**src/rtl/display_scheduler.sv**
```systemverilog
// display_scheduler: picks which status message the LCD writer shows next from
// the sticky display bits, holds each accepted message for DWELL cycles and rotates.
module display_scheduler #(
   parameter int unsigned DWELL = 50000000
) (
   input  logic        clk,
   input  logic        reset,
   input  logic [10:0] display,
   output logic        msg_valid,
   output logic [3:0]  msg_id,
   input  logic        msg_ack,
   output logic        busy,
   output logic [1:0]  state_dbg
);

   // Handshake: msg_id is offered while msg_valid=1 and held stable until msg_ack
   // is sampled high on a rising edge; msg_ack while msg_valid=0 has no effect.
   typedef enum logic [1:0] {
      S_IDLE   = 2'd0,
      S_SELECT = 2'd1,
      S_SEND   = 2'd2,
      S_DWELL  = 2'd3
   } state_t;

   localparam logic [25:0] DWELL_LOAD = 26'(DWELL - 1);
   localparam logic [3:0]  BLANK_ID   = 4'd15;

   state_t      state;
   logic [10:0] snap;
   logic [3:0]  last_id;
   logic [25:0] cnt;
   logic        changed;
   logic        rotate;
   logic [3:0]  sel_id;

   // Next set index strictly after last, wrapping 10->0; the error bit wins outright.
   function automatic logic [3:0] pick(input logic [10:0] d, input logic [3:0] last);
      logic [4:0] start;
      logic [4:0] idx;
      logic [3:0] res;
      logic       found;
      start = (last >= 4'd10) ? 5'd0 : {1'b0, last} + 5'd1;
      res   = BLANK_ID;
      found = 1'b0;
      idx   = 5'd0;
      for (int k = 0; k < 11; k++) begin
         idx = start + 5'(k);
         if (idx > 5'd10) idx = idx - 5'd11;
         if (!found && d[idx[3:0]]) begin
            res   = idx[3:0];
            found = 1'b1;
         end
      end
      if (d[8]) res = 4'd8;
      return res;
   endfunction

   assign changed   = (display != snap);
   assign rotate    = snap[8] || ($countones(snap) > 1);
   assign sel_id    = pick(display, last_id);
   assign state_dbg = state;

   always_ff @(posedge clk) begin
      if (reset) begin
         state     <= S_IDLE;
         msg_valid <= 1'b0;
         msg_id    <= BLANK_ID;
         busy      <= 1'b0;
         snap      <= 11'd0;
         last_id   <= BLANK_ID;
         cnt       <= 26'd0;
      end else begin
         case (state)
            S_IDLE: begin
               if (changed) begin
                  state <= S_SELECT;
                  busy  <= 1'b1;
               end
            end
            S_SELECT: begin
               snap      <= display;
               msg_id    <= sel_id;
               msg_valid <= 1'b1;
               state     <= S_SEND;
            end
            S_SEND: begin
               if (msg_ack) begin
                  last_id   <= msg_id;
                  msg_valid <= 1'b0;
                  if (msg_id == BLANK_ID) begin
                     state <= S_IDLE;
                     busy  <= 1'b0;
                  end else begin
                     state <= S_DWELL;
                     cnt   <= DWELL_LOAD;
                  end
               end
            end
            S_DWELL: begin
               if (cnt != 26'd0) cnt <= cnt - 26'd1;
               // A fresh display change takes priority over the end of the dwell.
               if (changed || (cnt == 26'd0 && rotate)) begin
                  state <= S_SELECT;
               end else if (cnt == 26'd0) begin
                  state <= S_IDLE;
                  busy  <= 1'b0;
               end
            end
            default: begin
               state <= S_IDLE;
               busy  <= 1'b0;
            end
         endcase
      end
   end

endmodule

```
**config.mk**
```make
export PLATFORM = sky130hd
export DESIGN_NAME = display_scheduler
export DESIGN_NICKNAME = d
export VERILOG_FILES = /design/src/rtl/display_scheduler.sv
export SDC_FILE = /design/constraint.sdc
export NUM_CORES = 1
export LEC_CHECK = 0
export ABC_AREA = 1
export BUFFER_PORTS_ARGS = -buffer_cell sky130_fd_sc_hd__buf_2
export CAP_MARGIN = 25
export CORE_MARGIN = 1.5
export CORE_UTILIZATION = 40
export CTS_CLUSTER_SIZE = 8
export DETAILED_ROUTE_END_ITERATION = 6
export PLACE_DENSITY_LB_ADDON = 0.1
export REMOVE_ABC_BUFFERS = 1
export SLEW_MARGIN = 30
export SYNTH_ARGS = -nofsm -noshare
export SYNTH_HDL_FRONTEND = slang
export SYNTH_SLANG_ARGS = --single-unit
```
**constraint.sdc**
```tcl
create_clock -name clk -period 3.8 [get_ports clk]
set_input_delay 0.19 -clock clk [delete_from_list [all_inputs] [get_ports clk]]
set_output_delay 0.19 -clock clk [all_outputs]
set_load 0.01 [all_outputs]
```
# After elaboration in Yosys (flattened, before gate mapping)
# Index checks and enable logic that the tools add are counted.
op_classes:
  n_addsub: 33
  n_eq_ne: 13
  muxes: 74
  order_cmp: 24
  n_reduce_logical: 34
ops:
  columns: ["op", "count"]
  rows:
  - ["$mux W4", 23]
  - ["$mux W26", 3]
  - ["$gt A5 B4 Y1 const B", 11]
  - ["$lt A4 B5 Y1 const B", 11]
  - ["$pmux W26 S2", 1]
  - ["$bmux W1 S4", 11]
  - ["$sub A4 B4 Y4 const B", 11]
  - ["$mux W1", 27]
  - ["$logic_not A26 Y1", 1]
  - ["$reduce_bool A26 Y1", 1]
  - ["$sub A26 B1 Y26 const B", 1]
  - ["$add A5 B3 Y5 const B", 4]
  - ["$add A5 B4 Y5 const B", 3]
  - ["$ne A2 B2 Y1 const B", 7]
  - ["$logic_and A1 B1 Y1", 11]
  - ["$ne A11 B11 Y1", 1]
  - ["$add A1 B1 Y2", 5]
  - ["$add A5 B2 Y5 const B", 2]
  - ["$logic_not A1 Y1", 10]
  - ["$mux W2", 5]
  - ["$pmux W2 S4", 1]
  - ["$add A2 B2 Y3", 2]
  - ["$reduce_and A6 Y1", 1]
  - ["$add A4 B1 Y5 const B", 1]
  - ["other kinds (20)", 24]
totals:
  elab_cells: 185
  reg_bits: 49
  inputBits: 14
  output_inout_bits: 8

# Depth between registers and ports, before layout
logic_depth:
  ltp_word: 38
  mapped_depth: 35
  mapped_depth_nobuf: 34

# Least setup slack after synthesis
# Ideal clock, no wire load.
synth_timing:
  path_type: "register to register"
  from: "register snap[0]"
  to: "register busy"
  n_path_buf: 0
  synth_period_minus_slack_ns: 3.719
  path_stages_with_launch: 16
  path_slack_ns: 0.081
  t_required_ns: 3.730
  arrival_time_ns: 3.649
  setup_time_ns: 0.070
  path_cell_list: "dfxtp_1 -> fa_1 -> inv_1 -> fa_1 -> fa_1 -> fa_1 -> fa_1 -> nor2_1 -> o21ai_0 -> a211oi_1 -> o21ai_0 -> nand2_1 -> o21ai_0 -> nor4_1 -> o21ai_0 -> a21oi_1"
synth_between:
  elab_chain_len: 10
  elab_cells_between_ends: 12
  classes_between: "add/sub: 4; order compare: 1; eq/ne: 3; reduce/logical: 4"
synth_rtl:
  columns: ["item", "line", "text"]
  rows:
  - ["start: declaration", "29", "logic [10:0] snap;"]
  - ["start signal: assignment", "81", "snap <= display;"]
  - ["$add A1 B1 Y2 (implied by the code)", "59", "assign rotate = snap[8] || ($countones(snap) > 1);"]
  - ["$add A2 B2 Y3 (implied by the code)", "59", null]
  - ["$add A3 B3 Y4 (implied by the code)", "59", null]
  - ["$add A4 B3 Y5 (implied by the code)", "59", null]
  - ["$gt A5 B1 Y1", "59", null]
  - ["$logic_or A1 B1 Y1", "59", null]
  - ["$logic_and A1 B1 Y1", "102", "if (changed || (cnt == 26'd0 && rotate)) begin"]
  - ["$logic_or A1 B1 Y1", "102", null]
  - ["$ne A2 B2 Y1 (no line)", null, null]
  - ["$reduce_and A6 Y1 (no line) *", null, null]
  - ["end signal: assignment", "92", "busy <= 1'b0;"]
  - ["end signal: assignment", "106", "busy <= 1'b0;"]
  - ["end signal: assignment", "111", "busy <= 1'b0;"]
  - ["end: declaration", "12", "output logic busy,"]
# Mark *: on every way between the ends. The rest lies on a longest branch, timed or not.
# A chain may end at the register's enable or synchronous reset.

# Worst setup path after layout
# Ends and elaborated chain as after synthesis.

==> results_dict.tcl <==
set metrics [dict create \
    antenna_cells 0 \
    drv_cap 0 \
    io_buffers 21 \
    start_util_pct 41.4 \
    grt_max_degree 26 \
    synthToLayoutAreaGrowth_pct 23.1 \
    final_cell_mix "205 x nand2_1, 107 x inv_1, 97 x nor2_1" \
    synth_top_area_share_pct 16.1 \
    grt_pass1_wl_mm 31.6 \
    timing.setup.tns_ns 0 \
    syn_avg_cell_area_um2 6.08 \
    synth_flop_cell "dfxtp_1" \
    clock_path_buffers 2 \
    path_max_fanout 2 \
    required_ns 4.03 \
    period_needed_ns 3.76 \
    ys_types 58 \
    wl_per_cell_um 15.8 \
    postRouteAntennaNets 0 \
    cts.htree.levels 2 \
    insertion_delay_ns 0.29 \
    worstHoldStart "reset" \
    hold_path_depth 2 \
    cts_tree "done" \
    design.core.area_mm2 0.0147 \
    ys_seq_elements 49 \
    finClkSkew_ns 0.00392 \
    synth-edff-count 0 \
    cts-root-buf "clkbuf_16" \
    synthCells 1000 \
    rsz0062_at_grt "true" \
    setup_viol 0 \
    rr_worst_depth 14 \
    dp_worst_setup_slack_ns -0.203 \
    setup_slack_ns 0.0394 \
    syn-cell-area_mm2 0.00608 \
    critPathLaunchType "register" \
    worst_setup_path_end_kind "register" \
    overflow 0 \
    clk_pin_slew_worst_paths_ns 0.07 \
    drc 0 \
    vias 6724 \
    hold_path.class "in -> reg" \
    r2r_end "busy$_SDFFE_PP0P_" \
    synth_top_cell_by_area "dfxtp_1" \
    min_to "cnt[5]$_SDFFE_PP0P_" \
    place_hpwl_mm 15.1 \
    final_layout_size_suffix_gt1_share_pct 27.2 \
    die-area_mm2 0.0160 \
    firstDrtPassIters 6 \
    first_iter_violations 463 \
    tightest_slew_ns 0.655 \
    final_common_cell "nand2_1" \
    drt_wl_total_mm 19.9 \
    r2r-start "snap[0]$_SDFFE_PP0P_" \
    ys_warn_count 0 \
    ios 22 \
    ir_drop_mv 0.460 \
    maxSlewViolCount 0 \
    cts_buffers 5 \
    finalHoldViolations 0 \
    holdWs_ns 0.370 \
    grt_pass1_vias 6011 \
    slew_headroom_pct 55.9 \
    p_per_area_mw_per_mm2 552 \
    grt_util_all_layers_pct 24.6 \
    crit_arrival_ns 3.99 \
    ys_top_cells_by_area "dfxtp_1 16%, nand2_1 14%, nand3_1 8.3%, inv_1 7.2%, nor2_1 6.2%" \
    die_x_um 126 \
    criticalPathCategory "reg -> reg" \
    nets 1115 \
    async_flop_share_pct 0 \
    outcome "completed" \
    r2r_slack_ns 0.04 \
    via_per_inst 5.34 \
    ys_seq_area_share_pct 16.1 \
    rows 44 \
    die_height_um 126 \
    fmax_ghz 0.266 \
    place.gp.congestion 0.893 \
    clock_sinks 49 \
    antenna_found_initial 0 \
    p_leak_nw 3.49 \
    period_share_pct 99.0 \
]
## critical path, stage by stage (launching register included)
cell and delay, ns:
dfxtp_2 0.33, fa_1 0.54, inv_2 0.04, fa_1 0.51, fa_1 0.43, fa_2 0.37, fa_2 0.53, nand2_2 0.05
a211oi_2 0.15, o21ai_1 0.08, nand2_1 0.11, o21ai_2 0.07, nor4_2 0.26, o21ai_1 0.08, a21oi_1 0.13
## area by class of cell
type	instances	area, um2
clock inverters	1	5.00
repair buffers	91	648
fillers	1528	7210
clock buffers	7	153
inverters	143	557
flip-flops and latches	49	991
multi-input cells	785	4900
well taps	184	230
## Yosys cell counts, types with 3 or more instances
cell type	number
o211ai_1	18
buf_4	3
a21oi_1	54
inv_2	22
o21ai_1	21
buf_6	4
nand3_2	8
a31oi_1	14
a211oi_1	4
clkinv_1	4
o21ai_0	60
o22ai_1	4
clkbuf_1	15
inv_1	116
o21ai_2	6
nor2_4	5
xor2_2	3
dfxtp_1	49
nand2_4	7
nand3_1	101
nand3b_1	4
nand2_2	37
nand2_1	221
o21ai_4	3
fa_1	7
ha_1	19
xnor2_1	6
nor3_1	12
nor4_1	3
or2_2	5
nand4_1	22
nor2_1	101
xor2_1	8
## routing by layer
metal  track usage (%)  part of all wire, %
met1              35.9                   49
met2              39.1                   45
met3              2.66                  4.6
met4              5.41                  1.5
met5                 0                    0
## metrics by stage
step,cell area (um2),util (%),total power [mW],std cells
CTS,6800,46.3,3.97,1235
detailed placement,6610,45.0,3.37,1226
floorplan,5940,-,2.71,977
finish,7490,50.9,4.13,1260
global placement,6610,45.0,3.37,1226
global route,7490,50.9,4.60,1260
## flip-flops by register name, summed over array words and instances (netlist names)
name / cells
state_dbg: 2
msg_valid: 1
last_id: 4
msg_id: 4
snap: 11
busy: 1
cnt: 26
## kinds of logic after synthesis
kind of cell,share of synthesized area (%)
buffers and inverters,11.2
XOR/XNOR,3.72
flip-flops,16.1
adder cells (fa/ha/maj),6.21
AND/OR/NAND/NOR,43.3
other,0.0616
AO/OA/AOI/OAI,19.4
## timing repair
item / CTS / global route
resized for setup: 12 / 117
pin swaps: 9 / 39
setup buffers: 1 / 26
hold buffers: 0 / 0
endpoints found under the setup margin: 2 / 6
gates cloned: 0 / 0
## power breakdown
group / internal, mW / total (mW) / switching (mW)
Sequential: 0.742 / 0.959 / 0.217
Combinational: 1.02 / 2.70 / 1.68
Clock: 0.279 / 0.477 / 0.198
## how the worst max path moves through the flow
stage / start / endpoint / cells after the start
after floorplan: last_id[0]$_SDFFE_PP1P_ / msg_id[3]$_SDFFE_PP1P_ / 27
after global placement: snap[0]$_SDFFE_PP0P_ / busy$_SDFFE_PP0P_ / 15
after detailed placement: snap[0]$_SDFFE_PP0P_ / busy$_SDFFE_PP0P_ / 15
after CTS: snap[7]$_SDFFE_PP0P_ / busy$_SDFFE_PP0P_ / 14
after global routing: snap[0]$_SDFFE_PP0P_ / busy$_SDFFE_PP0P_ / 14
final: snap[0]$_SDFFE_PP0P_ / busy$_SDFFE_PP0P_ / 14
Power figures use the tool's default switching activity.
